### src/rtl/ctl_diag_pkg.sv
// Shared types and constants for the CTL diagnostic function sequencer.
// Holds the FSM state enum, function-code constants and the class decoder.
package ctl_diag_pkg;

    typedef enum logic [2:0] {
        ST_IDLE,
        ST_DECODE,
        ST_LOAD,
        ST_READ,
        ST_BURST,
        ST_DONE
    } state_e;

    typedef enum logic [2:0] {
        CLS_OTHER,
        CLS_LOAD,
        CLS_STEP,
        CLS_READ,
        CLS_BAD
    } func_cls_e;

    localparam logic [2:0] FUNC_07X      = 3'b111;
    localparam logic [6:0] FUNC_STEP     = 7'o077;
    localparam logic [6:0] FUNC_CLRERR   = 7'o070;
    localparam logic       FUNC_READ_MSB = 1'b1;

    // f[6] is DS0, f[2:0] is DS[4:6].
    // 077 is tested first so it never lands in the 07x load class.
    function automatic func_cls_e classify(
        input logic [6:0] f,
        input int         n_ld,
        input int         n_rd
    );
        int idx;
        idx = int'(f[2:0]);
        if (f == FUNC_STEP)
            return CLS_STEP;
        if (f[6] != FUNC_READ_MSB && f[5:3] == FUNC_07X)
            return (idx < n_ld) ? CLS_LOAD : CLS_BAD;
        if (f[6] == FUNC_READ_MSB)
            return (idx < n_rd) ? CLS_READ : CLS_BAD;
        return CLS_OTHER;
    endfunction

endpackage

### src/rtl/ctl_diag_sync.sv
// Strobe synchroniser with rising-edge detect, shared by EBUS slaves.
// Ports: clk_i, rst_ni (async low), async_i in; sync_o level, rise_o pulse out.
module ctl_diag_sync #(
    parameter int SYNC_STAGES = 2
) (
    input  logic clk_i,
    input  logic rst_ni,
    input  logic async_i,
    output logic sync_o,
    output logic rise_o
);

    logic [SYNC_STAGES-1:0] sync_q;
    logic                   last_q;

    always_ff @(posedge clk_i or negedge rst_ni) begin
        if (!rst_ni) begin
            sync_q <= '0;
            last_q <= 1'b0;
        end else begin
            sync_q <= {sync_q[SYNC_STAGES-2:0], async_i};
            last_q <= sync_q[SYNC_STAGES-1];
        end
    end

    assign sync_o = sync_q[SYNC_STAGES-1];
    assign rise_o = sync_q[SYNC_STAGES-1] & ~last_q;

endmodule

### src/rtl/ctl_diag_seq.sv
// CTL diagnostic function sequencer: strobe sync, DS decode, register load,
// registered EBUS readback and counted EBOX step burst (function 077).
// Ports: CLK, RESET_N (async low), diag_strobe, ds[6:0] (DS0 = bit 6),
//   ebus_in, rd_src in; ldreg, ebus_out, ebus_drv, step_clk, busy, ack,
//   bad_func out. Macro CTL_DIAG_PARITY_EN adds ebus_par_in/ebus_par_out.
module ctl_diag_seq
    import ctl_diag_pkg::*;
#(
    parameter int DATA_W      = 5,
    parameter int N_LDREG     = 4,
    parameter int N_RDGRP     = 8,
    parameter int BURST_W     = 8,
    parameter int SYNC_STAGES = 2
) (
    input  logic                       CLK,
    input  logic                       RESET_N,
    input  logic                       diag_strobe,
    input  logic [6:0]                 ds,
    input  logic [DATA_W-1:0]          ebus_in,
`ifdef CTL_DIAG_PARITY_EN
    input  logic                       ebus_par_in,
    output logic                       ebus_par_out,
`endif
    input  logic [N_RDGRP*DATA_W-1:0]  rd_src,
    output logic [N_LDREG*DATA_W-1:0]  ldreg,
    output logic [DATA_W-1:0]          ebus_out,
    output logic                       ebus_drv,
    output logic                       step_clk,
    output logic                       busy,
    output logic                       ack,
    output logic                       bad_func
);

    state_e             state_q, state_d;
    func_cls_e          cls;
    logic [6:0]         ds_q;
    logic [BURST_W-1:0] cnt_q, cnt_d, cnt_ld;
    logic               ph_q, ph_d;
    logic               bad_q, bad_d;
    logic [DATA_W-1:0]  out_q, rd_sel;
    logic [DATA_W-1:0]  ldreg_q [N_LDREG];
    logic               stb_p, stb_lvl, cap_ds;
    logic               ld_we, rd_ld, bad_set, bad_clr, par_ok;

    ctl_diag_sync #(
        .SYNC_STAGES (SYNC_STAGES)
    ) u_sync (
        .clk_i   (CLK),
        .rst_ni  (RESET_N),
        .async_i (diag_strobe),
        .sync_o  (stb_lvl),
        .rise_o  (stb_p)
    );

    assign cls    = classify(ds_q, N_LDREG, N_RDGRP);
    assign cnt_ld = BURST_W'(ebus_in);
    assign cap_ds = stb_p && (state_q == ST_IDLE);
    assign busy   = (state_q != ST_IDLE);

`ifdef CTL_DIAG_PARITY_EN
    // Odd parity expected over data plus parity bit.
    assign par_ok = ^{ebus_in, ebus_par_in};
`else
    assign par_ok = 1'b1;
`endif

    always_comb begin
        rd_sel = '0;
        for (int g = 0; g < N_RDGRP; g++)
            if (ds_q[2:0] == 3'(g))
                rd_sel = rd_src[g*DATA_W +: DATA_W];
    end

    always_comb begin
        state_d  = state_q;
        cnt_d    = cnt_q;
        ph_d     = ph_q;
        bad_d    = bad_q;
        ld_we    = 1'b0;
        rd_ld    = 1'b0;
        bad_set  = 1'b0;
        bad_clr  = 1'b0;
        step_clk = 1'b0;
        ebus_drv = 1'b0;
        ack      = 1'b0;
        unique case (state_q)
            ST_IDLE: begin
                if (stb_p)
                    state_d = ST_DECODE;
            end
            ST_DECODE: begin
                unique case (cls)
                    CLS_LOAD: state_d = ST_LOAD;
                    CLS_STEP: begin
                        // Zero count skips BURST so ack lands 2 cycles in.
                        cnt_d   = cnt_ld;
                        ph_d    = 1'b0;
                        state_d = (cnt_ld == '0) ? ST_DONE : ST_BURST;
                    end
                    CLS_READ: begin
                        rd_ld   = 1'b1;
                        state_d = ST_READ;
                    end
                    CLS_BAD: begin
                        bad_set = 1'b1;
                        state_d = ST_DONE;
                    end
                    default: state_d = ST_DONE;
                endcase
            end
            ST_LOAD: begin
                state_d = ST_DONE;
                if (par_ok) begin
                    ld_we = 1'b1;
                    if (ds_q == FUNC_CLRERR && ebus_in[0])
                        bad_clr = 1'b1;
                end else begin
                    bad_set = 1'b1;
                end
            end
            ST_READ: begin
                if (stb_lvl)
                    ebus_drv = 1'b1;
                else
                    state_d = ST_DONE;
            end
            ST_BURST: begin
                // ph_q=0: pulse cycle, ph_q=1: gap cycle.
                if (!ph_q) begin
                    step_clk = 1'b1;
                    cnt_d    = cnt_q - 1'b1;
                    ph_d     = 1'b1;
                end else begin
                    ph_d = 1'b0;
                    if (cnt_q == '0)
                        state_d = ST_DONE;
                end
            end
            ST_DONE: begin
                ack     = 1'b1;
                state_d = ST_IDLE;
            end
            default: state_d = ST_IDLE;
        endcase
        if (stb_p && state_q != ST_IDLE)
            bad_set = 1'b1;
        // A new error wins over a same-cycle clear.
        if (bad_set)
            bad_d = 1'b1;
        else if (bad_clr)
            bad_d = 1'b0;
    end

    always_ff @(posedge CLK or negedge RESET_N) begin
        if (!RESET_N) begin
            state_q <= ST_IDLE;
            ds_q    <= '0;
            cnt_q   <= '0;
            ph_q    <= 1'b0;
            bad_q   <= 1'b0;
            out_q   <= '0;
        end else begin
            state_q <= state_d;
            cnt_q   <= cnt_d;
            ph_q    <= ph_d;
            bad_q   <= bad_d;
            if (cap_ds)
                ds_q <= ds;
            if (rd_ld)
                out_q <= rd_sel;
        end
    end

    always_ff @(posedge CLK or negedge RESET_N) begin
        if (!RESET_N) begin
            for (int i = 0; i < N_LDREG; i++)
                ldreg_q[i] <= '0;
        end else begin
            for (int i = 0; i < N_LDREG; i++)
                if (ld_we && ds_q[2:0] == 3'(i))
                    ldreg_q[i] <= ebus_in;
        end
    end

`ifdef CTL_DIAG_PARITY_EN
    logic par_q;

    always_ff @(posedge CLK or negedge RESET_N) begin
        if (!RESET_N)
            par_q <= 1'b0;
        else if (rd_ld)
            par_q <= ~^rd_sel;
    end

    assign ebus_par_out = par_q;
`endif

    for (genvar i = 0; i < N_LDREG; i++) begin : g_ld
        assign ldreg[i*DATA_W +: DATA_W] = ldreg_q[i];
    end

    assign ebus_out = out_q;
    assign bad_func = bad_q;

endmodule

### config.mk
export PLATFORM = sky130hd
export DESIGN_NAME = ctl_diag_seq
export DESIGN_NICKNAME = d
export VERILOG_FILES = /design/src/rtl/ctl_diag_pkg.sv /design/src/rtl/ctl_diag_sync.sv /design/src/rtl/ctl_diag_seq.sv
export SDC_FILE = /design/constraint.sdc
export NUM_CORES = 1
export LEC_CHECK = 0
export BUFFER_PORTS_ARGS = -buffer_cell sky130_fd_sc_hd__buf_2
export CAP_MARGIN = 25
export CORE_ASPECT_RATIO = 0.9
export CORE_UTILIZATION = 46
export CTS_CLUSTER_SIZE = 10
export DETAILED_ROUTE_END_ITERATION = 12
export PLACE_DENSITY = 0.77
export SLEW_MARGIN = 30
export SYNTH_ARGS = -nofsm -noshare
export SYNTH_HDL_FRONTEND = slang
export SYNTH_SLANG_ARGS = --single-unit
### constraint.sdc
create_clock -name CLK -period 2.06 [get_ports CLK]
set_clock_uncertainty 0.2 [all_clocks]
set_input_delay 0.206 -clock CLK [delete_from_list [all_inputs] [get_ports CLK]]
set_output_delay 0.206 -clock CLK [all_outputs]
set_load 0.005 [all_outputs]
==> flow_summary.html, run 1 <==
<table>
<tr><th>Metric</th><th>Value</th></tr>
<tr><th colspan="2">Clock network</th></tr>
<tr><td>Clock sinks</td><td>48</td></tr>
<tr><td>Number of CTS-inserted buffers</td><td>5</td></tr>
<tr><td>Clock tree from TritonCTS</td><td>built</td></tr>
<tr><td>Worst-skew pair later-pin latency</td><td>300 ps</td></tr>
<tr><td>Bufs on Longest Clock Path</td><td>2</td></tr>
<tr><td>H-Tree Level Count</td><td>2</td></tr>
<tr><td>Clk root buf</td><td>clkbuf_8</td></tr>
<tr><td>CTS clock-pin slew for the worst setup and hold paths</td><td>90 ps</td></tr>
<tr><th colspan="2">Synthesis</th></tr>
<tr><td>Total nets after synthesis</td><td>296</td></tr>
<tr><td>Synthesized area</td><td>2570 um^2</td></tr>
<tr><td>Post-synth cell types</td><td>46</td></tr>
<tr><td>Portion of the post-synthesis area used by sequential elements</td><td>46.8%</td></tr>
<tr><td>Synthesized instance count</td><td>239</td></tr>
<tr><td>Number of enable-type register cells in the synthesized netlist</td><td>0</td></tr>
<tr><td>Commonest register cell after synthesis</td><td>dfrtp_1</td></tr>
<tr><td>Warning count from the yosys run</td><td>0</td></tr>
<tr><td>Fraction of registers with async set/reset</td><td>100%</td></tr>
<tr><td>FF+latch count, synth</td><td>48</td></tr>
<tr><td>Mean instance size in the synthesized netlist</td><td>10.7 um^2</td></tr>
<tr><th colspan="2">Floorplan</th></tr>
<tr><td>Core area</td><td>5320 um^2</td></tr>
<tr><td>Initial Utilization</td><td>48.3%</td></tr>
<tr><td>Die span in x</td><td>80.8 um</td></tr>
<tr><td>Rows</td><td>25</td></tr>
<tr><td>Die Footprint</td><td>5890 um^2</td></tr>
<tr><td>Die height</td><td>72.9 um</td></tr>
<tr><td>Top-Level Pins</td><td>85</td></tr>
<tr><th colspan="2">Routing</th></tr>
<tr><td>Number of vias in the routed layout</td><td>2,252</td></tr>
<tr><td>Wire length reported by the detailed router</td><td>6240 um</td></tr>
<tr><td>DRC violation count after routing</td><td>0</td></tr>
<tr><td>Average via count per standard cell</td><td>5.48</td></tr>
<tr><td>Number of iterations in the first detailed-routing pass</td><td>4</td></tr>
<tr><td>Average routed wire per standard cell</td><td>15.2 um</td></tr>
<tr><td>Number of antenna-violating nets in the routed design</td><td>0</td></tr>
<tr><td>1st-iter DRT viols</td><td>147</td></tr>
<tr><th colspan="2">STA</th></tr>
<tr><td>Final setup violation count</td><td>0</td></tr>
<tr><td>Worst-case headroom to the max-slew limit</td><td>65.2%</td></tr>
<tr><td>Worst hold slack after final layout</td><td>10.8 ps</td></tr>
<tr><td>Number of hold-slack violations in the final timing report</td><td>0</td></tr>
<tr><td>Minimum clock period</td><td>2000 ps</td></tr>
<tr><td>Slew @ Worst Pin</td><td>522 ps</td></tr>
<tr><td>Number of max-slew violations in the final report</td><td>0</td></tr>
<tr><td>Achievable Freq</td><td>499 MHz</td></tr>
<tr><td>RSZ-0062 raised after global routing</td><td>false</td></tr>
<tr><td>Final critical-path share of the clock period</td><td>97.2%</td></tr>
<tr><td>Post-route setup TNS</td><td>0 ps</td></tr>
<tr><th colspan="2">Setup path</th></tr>
<tr><td>Critical Path RT</td><td>2090 ps</td></tr>
<tr><td>Maximum fanout count along the critical path</td><td>4</td></tr>
<tr><td>CP Data Arrival Time</td><td>2030 ps</td></tr>
<tr><td>Class of the most critical setup path</td><td>flop to flop</td></tr>
<tr><td>Endpoint kind of the worst setup timing path</td><td>flop</td></tr>
<tr><td>Launching element type of the critical path</td><td>flop</td></tr>
<tr><th colspan="2">Cells and area</th></tr>
<tr><td>Diodes inserted</td><td>0</td></tr>
<tr><td>Synth-to-Final Area Change</td><td>30.6%</td></tr>
<tr><td>Commonest cells after routing, fill and taps aside</td><td>buf_2, dfrtp_1, mux2_2</td></tr>
<tr><td>Nets</td><td>401</td></tr>
<tr><td>Share of cells above drive strength 1</td><td>44.5%</td></tr>
<tr><td>Most common cell after layout, fill and taps aside</td><td>buf_2</td></tr>
<tr><th colspan="2">Power and ir drop</th></tr>
<tr><td>Static Leakage</td><td>1.62 nW</td></tr>
<tr><td>Power density over the cells</td><td>1280 nW/um^2</td></tr>
<tr><td>Final total power</td><td>4.29 mW</td></tr>
<tr><td>Maximum resistive drop on vdd</td><td>0.000755 V</td></tr>
<tr><th colspan="2">Global routing</th></tr>
<tr><td>Initial antenna violation count</td><td>0</td></tr>
<tr><td>Global-route wire length before repair</td><td>10,100 um</td></tr>
<tr><td>Pin count of the biggest net entering global routing</td><td>25</td></tr>
<tr><td>Remaining global-route overflow</td><td>0</td></tr>
<tr><td>Total GRT Usage</td><td>22.9%</td></tr>
<tr><td>Via count of the first global-routing pass</td><td>2,179</td></tr>
<tr><th colspan="2">Hold path</th></tr>
<tr><td>Worst min-delay path category</td><td>input pin to flop</td></tr>
<tr><th colspan="2">Placed design</th></tr>
<tr><td>Gp weighted congestion</td><td>0.821</td></tr>
<tr><td># port buffers</td><td>84</td></tr>
<tr><td>HPWL after detailed placement</td><td>4710 um</td></tr>
<tr><th colspan="2">Status</th></tr>
<tr><td>Run status</td><td>finished clean</td></tr>
<tr><th colspan="2">Run</th></tr>
<tr><td>Max-Cap Viols</td><td>0</td></tr>
</table>
==> synthesized netlist by cell type, types with 2 or more instances <==
master    instances  area share (%)
buf_6             2            0.88
o21ai_0           9             1.8
and4_1            2            0.68
ha_1              2            0.97
mux2_2           25              11
a32oi_1           3             1.0
nor2b_1           3            0.73
nand3_1           4            0.78
and4b_1           3             1.2
or3_1             2            0.49
a21oi_1          18             3.5
clkbuf_1         10             1.5
nor4_1            5             1.2
mux2_4            5             2.9
o211ai_1          3            0.88
o221ai_1          8             2.7
nand2b_1          2            0.49
nor2_1           12             1.8
inv_1            14             2.0
nor3_1            2            0.39
dfrtp_1          48              47
or4b_4            2             1.1
buf_4             2            0.58
nand2_1          17             2.5
nor4bb_1          2            0.78
nand3b_1          2            0.58
and3_1            3            0.73
mux2i_1          11             4.3
==> area by class of cell <==
class | count | area (um^2)
timing repair buffer | 114 | 682
clock buffer | 6 | 82.6
multi-input combinational | 161 | 1240
sequential | 48 | 1200
tap | 67 | 83.8
fill | 456 | 1960
clock inverter | 1 | 8.76
inverter | 14 | 52.6
==> through the flow <==
stage / std cells / instance area [um^2] / setup slack [ps] / util (%)
2_1_floorplan: 239 / 2570 / 40.9 / -
3_3_place_gp: 391 / 3120 / 54.2 / 58.6
3_5_place_dp: 391 / 3120 / 13.2 / 58.6
4_1_cts: 412 / 3350 / 13.5 / 63.0
5_1_grt: 411 / 3360 / 0.979 / 63.1
6_report: 411 / 3360 / 57.1 / 63.1
==> cells by family (layout without fill, tap and decap cells) <==
kind of cell / count (synthesis) / in the layout / synth area share [%]
flops: 48 / 48 / 46.8
buf+inv: 30 / 135 / 5.31
fa+ha+maj: 2 / 2 / 0.974
mux: 42 / 42 / 19.0
compound gates: 49 / 49 / 12.3
simple gates: 67 / 67 / 15.2
xor+xnor: 1 / 1 / 0.341
==> state kept, by name, indices dropped and copies added (netlist names) <==
signal,count
state_q,3
ds_q,7
u_sync.last_q,1
ldreg,20
cnt_q,8
ebus_out,5
ph_q,1
u_sync.sync_q,2
bad_func,1
==> path summary, 6_finish.rpt <==
path | start | end | slack [ps] | depth (start not counted)
min in group asynchronous | RESET_N | ldreg[3]$_DFFE_PN0P_ | 210 | 2
max reg2reg | state_q[1]$_DFFE_PN0P_ | cnt_q[6]$_DFFE_PN0P_ | 60 | 6
max | state_q[1]$_DFFE_PN0P_ | cnt_q[6]$_DFFE_PN0P_ | 60 | 6
min reg2reg | u_sync.sync_q[0]$_DFF_PN0_ | u_sync.sync_q[1]$_DFF_PN0_ | 170 | 0
min | ebus_in[2] | cnt_q[2]$_DFFE_PN0P_ | 10 | 3
max in group asynchronous | RESET_N | state_q[0]$_DFFE_PN0P_ | 860 | 3
==> critical path, cell delays in order, from the launching register on <==
cell      delay (ps)
dfrtp_1          390
buf_6            130
or4b_4           540
inv_2            110
nand3b_1         150
nor4_2           200
mux2i_1          210
==> metal layers <==
metal  global-route usage [%]  vias to the layer above  wire, um
li1                         -                     1084         -
met1                     30.6                     1096      2810
met2                     37.2                       63      3090
met3                     4.38                        9       278
met4                     8.13                        0        62
met5                        0                        -         0
==> where the power goes <==
group	leakage [nW]	internal, mW	switching (mW)
registers	0.570	1.33	0.282
clock network	0.0473	0.268	0.308
logic	1.00	1.12	0.983
==> timing repair <==
action                     in CTS  in global routing
hold endpoints to repair       30                  0
hold buffers                    9                  0
setup endpoints to repair       2                  6
setup buffers                   5                  0
pin swaps                       1                  0
gates resized for setup         4                  3
Note: power is estimated with default switching activity, not from simulation.
==> run 2, diff against run 1 <==
Settings changed: CORE_UTILIZATION 46 to 47, CTS_BUF_LIST set to sky130_fd_sc_hd__clkbuf_4 sky130_fd_sc_hd__clkbuf_8, HOLD_SLACK_MARGIN set to 0.06, PLACE_DENSITY 0.77 to 0.78.
==> run 2 against run 1 <==
Net effect:
- register-to-register slack about the same
- global-route usage up 0.76 points
- critical endpoint is now step_clk
- final cell count up 0.24%
==> flow_summary.html, run 2 (synthesis results as in run 1) <==
<table>
<tr><th>Metric</th><th>Value</th></tr>
<tr><th colspan="2">Status</th></tr>
<tr><td>Run status</td><td>finished clean</td></tr>
<tr><th colspan="2">Routing</th></tr>
<tr><td>Number of vias in the routed layout</td><td>2,271 (+0.84%)</td></tr>
<tr><td>Number of antenna-violating nets in the routed design</td><td>0 (unchanged)</td></tr>
<tr><td>Average via count per standard cell</td><td>5.51 (+0.60%)</td></tr>
<tr><td>1st-iter DRT viols</td><td>185 (+26%)</td></tr>
<tr><td>Number of iterations in the first detailed-routing pass</td><td>4 (unchanged)</td></tr>
<tr><td>Wire length reported by the detailed router</td><td>6470 um (+3.6%)</td></tr>
<tr><td>DRC violation count after routing</td><td>0 (unchanged)</td></tr>
<tr><td>Average routed wire per standard cell</td><td>15.7 um (+3.3%)</td></tr>
<tr><th colspan="2">Setup path</th></tr>
<tr><td>Endpoint of the most critical register-to-register path</td><td>cnt_q[1]$_DFFE_PN0P_</td></tr>
<tr><td>Critical Path RT</td><td>1650 ps (-440 ps)</td></tr>
<tr><td>R2r setup slk</td><td>60 ps (about the same)</td></tr>
<tr><td>Gate family responsible for the most delay along the worst path</td><td>simple AND/OR/NAND/NOR gates</td></tr>
<tr><td>Endpoint kind of the worst setup timing path</td><td>output port</td></tr>
<tr><td>Maximum fanout count along the critical path</td><td>6 (+2)</td></tr>
<tr><td>Critical path cell sequence</td><td>buf_6 &gt; or4b_4 &gt; inv_4 &gt; buf_2</td></tr>
<tr><td>Crit path capture</td><td>step_clk</td></tr>
<tr><td>Worst r2r src</td><td>state_q[0]$_DFFE_PN0P_</td></tr>
<tr><td>Number of buffer and inverter stages on the critical path</td><td>3 (+1)</td></tr>
<tr><td>Logic depth of the worst setup path including buffers</td><td>4 (-2)</td></tr>
<tr><td>CP max stage delay</td><td>570 ps (+30 ps)</td></tr>
<tr><td>Cell type of the slowest stage on the worst timing path</td><td>or4b_4</td></tr>
<tr><td>Launching element type of the critical path</td><td>flop</td></tr>
<tr><td>Class of the most critical setup path</td><td>flop to output port</td></tr>
<tr><td>Launch point of the worst path</td><td>state_q[0]$_DFFE_PN0P_</td></tr>
<tr><td>Cell count of the worst reg-to-reg path</td><td>6 (unchanged)</td></tr>
<tr><td>CP Data Arrival Time</td><td>1600 ps (-430 ps)</td></tr>
<tr><th colspan="2">STA</th></tr>
<tr><td>Slew @ Worst Pin</td><td>589 ps (+67.4 ps)</td></tr>
<tr><td>Number of hold-slack violations in the final timing report</td><td>0 (unchanged)</td></tr>
<tr><td>Worst-case headroom to the max-slew limit</td><td>60.7% (-4.5 points)</td></tr>
<tr><td>Worst hold slack after final layout</td><td>81.6 ps (+70.8 ps)</td></tr>
<tr><td>RSZ-0062 raised after global routing</td><td>true</td></tr>
<tr><td>Final critical-path share of the clock period</td><td>97.6% (+0.35 points)</td></tr>
<tr><td>Achievable Freq</td><td>497 MHz (-0.36%)</td></tr>
<tr><td>Final setup violation count</td><td>0 (unchanged)</td></tr>
<tr><td>Number of max-slew violations in the final report</td><td>0 (unchanged)</td></tr>
<tr><td>Minimum clock period</td><td>2010 ps (+7.22 ps)</td></tr>
<tr><th colspan="2">Cells and area</th></tr>
<tr><td>Synth-to-Final Area Change</td><td>32.7%</td></tr>
<tr><td>Nets</td><td>401 (unchanged)</td></tr>
<tr><td>Post-Layout Cell Count</td><td>412 (+0.24%)</td></tr>
<tr><td>Commonest cells after routing, fill and taps aside</td><td>buf_2, dfrtp_1, mux2_2</td></tr>
<tr><td>Finished layout cell area</td><td>3410 um^2 (+1.6%)</td></tr>
<tr><td>Flip-flop count of the largest register after layout</td><td>20 (unchanged)</td></tr>
<tr><td>Share of cells above drive strength 1</td><td>42.3% (-2.2 points)</td></tr>
<tr><td>Diodes inserted</td><td>0 (unchanged)</td></tr>
<tr><td>Most common cell after layout, fill and taps aside</td><td>buf_2</td></tr>
<tr><th colspan="2">Clock network</th></tr>
<tr><td>Post-CTS Repair Setup Buffers</td><td>0 (-5)</td></tr>
<tr><td>Bufs on Longest Clock Path</td><td>2 (unchanged)</td></tr>
<tr><td>Clock tree from TritonCTS</td><td>built</td></tr>
<tr><td>Clock sinks</td><td>48 (unchanged)</td></tr>
<tr><td>Worst-skew pair later-pin latency</td><td>300 ps (about the same)</td></tr>
<tr><td>H-Tree Level Count</td><td>2 (unchanged)</td></tr>
<tr><td>Clk root buf</td><td>clkbuf_8</td></tr>
<tr><td>CTS clock-pin slew for the worst setup and hold paths</td><td>90 ps (about the same)</td></tr>
<tr><td>Number of CTS-inserted buffers</td><td>5 (unchanged)</td></tr>
<tr><th colspan="2">Hold path</th></tr>
<tr><td>Worst min-delay path category</td><td>input pin to flop</td></tr>
<tr><th colspan="2">Global routing</th></tr>
<tr><td>Global-route wire length before repair</td><td>10,500 um (+3.6%)</td></tr>
<tr><td>Total GRT Usage</td><td>23.6% (+0.76 points)</td></tr>
<tr><td>Remaining global-route overflow</td><td>0 (unchanged)</td></tr>
<tr><td>Pin count of the biggest net entering global routing</td><td>49 (+96%)</td></tr>
<tr><td>Initial antenna violation count</td><td>0 (unchanged)</td></tr>
<tr><td>Via count of the first global-routing pass</td><td>2,299 (+5.5%)</td></tr>
<tr><th colspan="2">Placed design</th></tr>
<tr><td>DP Area</td><td>3090 um^2 (-0.72%)</td></tr>
<tr><td>HPWL after detailed placement</td><td>4680 um (-0.70%)</td></tr>
<tr><td># placed instances</td><td>388 (-0.77%)</td></tr>
<tr><td>Gp weighted congestion</td><td>0.841 (+2.4%)</td></tr>
<tr><td># port buffers</td><td>84 (unchanged)</td></tr>
<tr><th colspan="2">Power and ir drop</th></tr>
<tr><td>Gate power share</td><td>45.7% (-3.4 points)</td></tr>
<tr><td>Internal power consumption</td><td>2.89 mW (+6.1%)</td></tr>
<tr><td>Switch Pwr</td><td>1.59 mW (+0.95%)</td></tr>
<tr><td>Power density over the cells</td><td>1310 nW/um^2 (+2.6%)</td></tr>
<tr><td>Final total power</td><td>4.47 mW (+4.2%)</td></tr>
<tr><td>Maximum resistive drop on vdd</td><td>0.000698 V (-7.6%)</td></tr>
<tr><td>Share of power burned in registers</td><td>36.4% (-1.1 points)</td></tr>
<tr><td>Power share of the clock group</td><td>18.0% (+4.6 points)</td></tr>
<tr><td>Switching part of the total power</td><td>35.5% (-1.2 points)</td></tr>
<tr><td>Static Leakage</td><td>1.63 nW (+0.88%)</td></tr>
<tr><th colspan="2">Floorplan</th></tr>
<tr><td>Core area</td><td>5260 um^2 (-1.2%)</td></tr>
<tr><td>Rows</td><td>25 (unchanged)</td></tr>
<tr><td>Initial Utilization</td><td>48.9% (+0.58 points)</td></tr>
<tr><td>Top-Level Pins</td><td>85 (unchanged)</td></tr>
<tr><td>Die span in x</td><td>79.9 um (-1.0%)</td></tr>
<tr><td>Die height</td><td>72.1 um (-1.0%)</td></tr>
<tr><td>Die Footprint</td><td>5770 um^2 (-2.1%)</td></tr>
<tr><th colspan="2">Run</th></tr>
<tr><td>Max-Cap Viols</td><td>0 (unchanged)</td></tr>
</table>
-- run 2: changes by cell type in the layout (fill, tap and decap cells not counted), sizes merged --
cell | before | now
buf | 105 | 98
bufinv | 0 | 2
clkbuf | 6 | 5
clkinv | 1 | 0
dlygate4sd3 | 9 | 16
inv | 14 | 15
-- run 2: metal layers --
metal	up-vias	global-route usage, %	share of wire, %
met5	-	0	0
met4	0	8.33	1.7
met3	11	4.15	3.4
met2	54	40.7	50
met1	1123	30.0	45
li1	1083	-	-
-- run 2: final cells by class --
class / count / area (um^2)
Tap cell: 67 / 83.8
Inverter: 14 / 55.1
Clock inverter: 3 / 68.8
Multi-Input combinational cell: 161 / 1240
Sequential cell: 48 / 1200
Clock buffer: 5 / 68.8
Timing Repair Buffer: 114 / 689
Fill cell: 424 / 1850
-- run 2: per-stage QoR --
stage / util [%] / setup slack (ps) / setup TNS, ps
2_1_floorplan: - / 40.9 / 0
3_3_place_gp: 58.9 / 47.8 / 0
3_5_place_dp: 58.9 / 7.03 / 0
4_1_cts: 64.6 / 29.1 / 0
5_1_grt: 64.9 / -11.7 / -18.5
6_report: 64.9 / 49.9 / 0
-- run 2: power by group through the flow --
stage          clock network, mW  registers (mW)  logic [mW]
6_report                   0.804            1.63        2.04
5_1_grt                    0.867            1.67        2.24
4_1_cts                    0.823            1.62        2.02
3_5_place_dp                   0            1.63        1.98
3_3_place_gp                   0            1.61        1.93
2_1_floorplan                  0            1.57        1.30
-- run 2: how the worst min path moves through the flow --
stage / from / end / slack, ps / depth (start not counted)
after floorplan: RESET_N / bad_func$_DFFE_PN0P_ / -290 / 0
after global placement: diag_strobe / u_sync.sync_q[0]$_DFF_PN0_ / 120 / 1
after detailed placement: diag_strobe / u_sync.sync_q[0]$_DFF_PN0_ / 120 / 1
after CTS: ebus_in[0] / ldreg[0]$_DFFE_PN0P_ / 80 / 2
after global routing: ebus_in[0] / ldreg[0]$_DFFE_PN0P_ / 80 / 2
final: ebus_in[0] / ldreg[0]$_DFFE_PN0P_ / 80 / 2
-- run 2: repair_timing --
item	CTS	global route
setup endpoints to repair	3	8
pin swaps	0	0
gates resized for setup	2	3
endpoints found under the hold margin	75	0
hold buffers	16	0
==> run 3, diff against run 2 <==
Settings changed: PLACE_DENSITY 0.78 to 0.79, SYNTH_HIERARCHICAL set to 1.
==> run 3 against run 2 <==
Net effect:
- fmax rose by 0.71%
- hold slack got worse by 8.0 ps
- die area fell by 4.4%
- final cell count fell by 6.1%
- routed wire length fell by 9.7%
- flip-flop and latch count did not move
- cell area decreased by 3.3%
- critical path depth stayed put
- combinational power shrank 12%
- critical path type is now flop to flop
- critical endpoint is now ldreg[4]$_DFFE_PN0P_
- highest routed layer unchanged
==> flow_summary.html, run 3 <==
<table>
<tr><th>Metric</th><th>Value</th></tr>
<tr><th colspan="2">Status</th></tr>
<tr><td>Run status</td><td>finished clean</td></tr>
<tr><th colspan="2">Global routing</th></tr>
<tr><td>Most congested layer reported by global routing</td><td>met2</td></tr>
<tr><td>Total GRT Usage</td><td>23.2% (-0.43 points)</td></tr>
<tr><td>Remaining global-route overflow</td><td>0 (unchanged)</td></tr>
<tr><td>Global-route wire length before repair</td><td>9850 um (-6.1%)</td></tr>
<tr><td>GRT met3 Usage</td><td>4.77% (+0.62 points)</td></tr>
<tr><td>Met2 GRT Util</td><td>37.4% (-3.3 points)</td></tr>
<tr><td>GR Util met1</td><td>30.9% (+0.85 points)</td></tr>
<tr><td>Initial antenna violation count</td><td>0 (unchanged)</td></tr>
<tr><td>Via count of the first global-routing pass</td><td>2,148 (-6.6%)</td></tr>
<tr><td>Pin count of the biggest net entering global routing</td><td>49 (unchanged)</td></tr>
<tr><th colspan="2">Hold path</th></tr>
<tr><td>Startpoint of the lowest-slack hold path</td><td>ebus_in[0]</td></tr>
<tr><td>Worst min-delay path category</td><td>input pin to flop</td></tr>
<tr><th colspan="2">Placed design</th></tr>
<tr><td># placed instances</td><td>361 (-7.0%)</td></tr>
<tr><td># port buffers</td><td>84 (unchanged)</td></tr>
<tr><td>Worst slack at placement</td><td>57.3 ps (+50.3 ps)</td></tr>
<tr><td>HPWL after detailed placement</td><td>4300 um (-8.2%)</td></tr>
<tr><td>Gp weighted congestion</td><td>0.814 (-3.2%)</td></tr>
<tr><td>DP Area</td><td>3020 um^2 (-2.5%)</td></tr>
<tr><th colspan="2">Cells and area</th></tr>
<tr><td>Flip-flop count of the largest register after layout</td><td>20 (unchanged)</td></tr>
<tr><td>Commonest cells after routing, fill and taps aside</td><td>buf_2, dfrtp_1, mux2_2</td></tr>
<tr><td>Most common cell after layout, fill and taps aside</td><td>buf_2</td></tr>
<tr><td>Core utilization of the finished layout</td><td>66.9% (+2.1 points)</td></tr>
<tr><td>Finished layout cell area</td><td>3300 um^2 (-3.3%)</td></tr>
<tr><td>Share of cells above drive strength 1</td><td>45.7% (+3.3 points)</td></tr>
<tr><td>Nets</td><td>378 (-5.7%)</td></tr>
<tr><td>Diodes inserted</td><td>0 (unchanged)</td></tr>
<tr><td>Synth-to-Final Area Change</td><td>34.4%</td></tr>
<tr><td>Post-Layout Cell Count</td><td>387 (-6.1%)</td></tr>
<tr><th colspan="2">Clock network</th></tr>
<tr><td>H-Tree Level Count</td><td>2 (unchanged)</td></tr>
<tr><td>Bufs on Longest Clock Path</td><td>2 (unchanged)</td></tr>
<tr><td>Clock sinks</td><td>48 (unchanged)</td></tr>
<tr><td>Clk root buf</td><td>clkbuf_8</td></tr>
<tr><td>CTS clock-pin slew for the worst setup and hold paths</td><td>90 ps (about the same)</td></tr>
<tr><td>Number of CTS-inserted buffers</td><td>5 (unchanged)</td></tr>
<tr><td>Worst-skew pair later-pin latency</td><td>310 ps (about the same)</td></tr>
<tr><td>Clock tree from TritonCTS</td><td>built</td></tr>
<tr><th colspan="2">STA</th></tr>
<tr><td>RSZ-0062 raised after global routing</td><td>false</td></tr>
<tr><td>Achievable Freq</td><td>501 MHz (+0.71%)</td></tr>
<tr><td>Post-route setup TNS</td><td>0 ps (unchanged)</td></tr>
<tr><td>Worst-case headroom to the max-slew limit</td><td>59.4% (-1.4 points)</td></tr>
<tr><td>Setup slack after layout</td><td>64.0 ps (+14.1 ps)</td></tr>
<tr><td>Final critical-path share of the clock period</td><td>96.9% (-0.68 points)</td></tr>
<tr><td>Number of max-slew violations in the final report</td><td>0 (unchanged)</td></tr>
<tr><td>Minimum clock period</td><td>2000 ps (-14.1 ps)</td></tr>
<tr><td>Slew @ Worst Pin</td><td>610 ps (+20.5 ps)</td></tr>
<tr><td>Final setup violation count</td><td>0 (unchanged)</td></tr>
<tr><td>Worst hold slack after final layout</td><td>73.6 ps (-7.97 ps)</td></tr>
<tr><td>Number of hold-slack violations in the final timing report</td><td>0 (unchanged)</td></tr>
<tr><th colspan="2">Synthesis</th></tr>
<tr><td>Yosys top cell area share</td><td>49.0% (+2.2 points)</td></tr>
<tr><td>Commonest cells in the synthesized netlist</td><td>dfrtp_1, mux2_2, nor2_1</td></tr>
<tr><td>Area leader, netlist</td><td>dfrtp_1</td></tr>
<tr><td>Fraction of registers with async set/reset</td><td>100% (unchanged)</td></tr>
<tr><td>Commonest register cell after synthesis</td><td>dfrtp_1</td></tr>
<tr><td>Biggest area contributors in the synthesized netlist</td><td>dfrtp_1, mux2_2, mux2i_1</td></tr>
<tr><td>Total nets after synthesis</td><td>264 (-11%)</td></tr>
<tr><td>Synthesized area</td><td>2450 um^2 (-4.5%)</td></tr>
<tr><td>FF+latch count, synth</td><td>48 (unchanged)</td></tr>
<tr><td>Warning count from the yosys run</td><td>6 (+6)</td></tr>
<tr><td>Dominant cell by count in the synthesized netlist</td><td>dfrtp_1</td></tr>
<tr><td>Mean instance size in the synthesized netlist</td><td>11.9 um^2 (+10%)</td></tr>
<tr><td>Synthesized instance count</td><td>207 (-13%)</td></tr>
<tr><td>Number of enable-type register cells in the synthesized netlist</td><td>0 (unchanged)</td></tr>
<tr><td>Post-synth cell types</td><td>50 (+8.7%)</td></tr>
<tr><td>Portion of the post-synthesis area used by sequential elements</td><td>49.0% (+2.2 points)</td></tr>
<tr><th colspan="2">Floorplan</th></tr>
<tr><td>Top-Level Pins</td><td>85 (unchanged)</td></tr>
<tr><td>Initial Utilization</td><td>49.8% (+0.94 points)</td></tr>
<tr><td>Die Footprint</td><td>5510 um^2 (-4.4%)</td></tr>
<tr><td>Die span in x</td><td>78.2 um (-2.2%)</td></tr>
<tr><td>Die height</td><td>70.5 um (-2.2%)</td></tr>
<tr><td>Rows</td><td>24 (-4.0%)</td></tr>
<tr><td>Core area</td><td>4920 um^2 (-6.3%)</td></tr>
<tr><th colspan="2">Routing</th></tr>
<tr><td>1st-iter DRT viols</td><td>164 (-11%)</td></tr>
<tr><td>Number of iterations in the first detailed-routing pass</td><td>4 (unchanged)</td></tr>
<tr><td>Average via count per standard cell</td><td>5.45 (-1.1%)</td></tr>
<tr><td>Wire length reported by the detailed router</td><td>5840 um (-9.7%)</td></tr>
<tr><td>Average routed wire per standard cell</td><td>15.1 um (-3.9%)</td></tr>
<tr><td>DRC violation count after routing</td><td>0 (unchanged)</td></tr>
<tr><td>Number of antenna-violating nets in the routed design</td><td>0 (unchanged)</td></tr>
<tr><td>Number of vias in the routed layout</td><td>2,109 (-7.1%)</td></tr>
<tr><th colspan="2">Setup path</th></tr>
<tr><td>Number of buffer and inverter stages on the critical path</td><td>1 (-2)</td></tr>
<tr><td>Gate family responsible for the most delay along the worst path</td><td>simple AND/OR/NAND/NOR gates</td></tr>
<tr><td>Worst r2r src</td><td>state_q[0]$_DFFE_PN0P_</td></tr>
<tr><td>Class of the most critical setup path</td><td>flop to flop</td></tr>
<tr><td>CP max stage delay</td><td>590 ps (+20 ps)</td></tr>
<tr><td>Launch point of the worst path</td><td>state_q[0]$_DFFE_PN0P_</td></tr>
<tr><td>Cell type of the slowest stage on the worst timing path</td><td>or4b_4</td></tr>
<tr><td>CP Data Arrival Time</td><td>2000 ps (+400 ps)</td></tr>
<tr><td>Critical Path RT</td><td>2060 ps (+410 ps)</td></tr>
<tr><td>Endpoint kind of the worst setup timing path</td><td>flop</td></tr>
<tr><td>Maximum fanout count along the critical path</td><td>4 (-2)</td></tr>
<tr><td>Critical path cell sequence</td><td>or4b_4 &gt; nor3_4 &gt; buf_4 &gt; mux2_2</td></tr>
<tr><td>Launching element type of the critical path</td><td>flop</td></tr>
<tr><th colspan="2">Power and ir drop</th></tr>
<tr><td>Power density over the cells</td><td>1210 nW/um^2 (-7.6%)</td></tr>
<tr><td>Maximum resistive drop on vdd</td><td>0.000598 V (-14%)</td></tr>
<tr><td>Final total power</td><td>4.00 mW (-11%)</td></tr>
<tr><td>Static Leakage</td><td>1.57 nW (-3.8%)</td></tr>
<tr><th colspan="2">Run</th></tr>
<tr><td>Max-Cap Viols</td><td>0 (unchanged)</td></tr>
</table>
[run 3: path summary, 6_finish.rpt]
| kind | end | slack, ps | cells past startpoint |
|---|---|---|---|
| max reg2reg | ldreg[4]$_DFFE_PN0P_ | 60 | 4 |
| min in group asynchronous | ds_q[4]$_DFFE_PN0P_ | 300 | 3 |
| max in group asynchronous | ldreg[14]$_DFFE_PN0P_ | 930 | 3 |
| min | bad_func$_DFFE_PN0P_ | 70 | 3 |
| min reg2reg | u_sync/sync_q[1]$_DFF_PN0_ | 160 | 0 |
| max | ldreg[4]$_DFFE_PN0P_ | 60 | 4 |
[run 3: tightest hold or removal path: cells and delay by family]
family,cells,cell delay [ps]
buffers and inverters,1,160
AOI/OAI and AO/OA,1,120
and+or+nand+nor,1,70
[run 3: per-layer routing]
metal | vias up | wire length (um) | share of wire [%]
met3 | 13 | 295 | 5.1
met2 | 73 | 2830 | 48
met1 | 1020 | 2570 | 44
met4 | 0 | 139 | 2.4
li1 | 1003 | - | -
met5 | - | 0 | 0
[run 3: power by group]
| group | switching [mW] | internal, mW |
|---|---|---|
| Clock | 0.348 | 0.250 |
| Sequential | 0.287 | 1.31 |
| Combinational | 0.835 | 0.962 |
[run 3: cells by family (layout without fill, tap and decap cells)]
group | count (synthesis) | in the layout | synth area share (%)
and+or+nand+nor | 64 | 64 | 15.9
DFF | 48 | 48 | 49.0
muxes | 43 | 43 | 21.0
AOI/OAI and AO/OA | 34 | 34 | 9.94
buffers and inverters | 15 | 130 | 2.91
adders and majority gates | 2 | 2 | 1.02
xor gates and xnor gates | 1 | 1 | 0.357
[run 3: what timing repair did]
action                                  in CTS  in global routing
resized for setup                            0                  3
hold buffers                                16                  0
endpoints found under the hold margin       78                  0
endpoints found under the setup margin       0                  9
setup buffers                                0                  2
[run 3: layout make-up]
| class | count | area (um^2) |
|---|---|---|
| Fill cell | 381 | 1630 |
| Clock inverter | 3 | 26.3 |
| Clock buffer | 5 | 68.8 |
| Inverter | 5 | 18.8 |
| Sequential cell | 48 | 1200 |
| Tap cell | 65 | 81.3 |
| Multi-Input combinational cell | 144 | 1190 |
| Timing Repair Buffer | 117 | 708 |
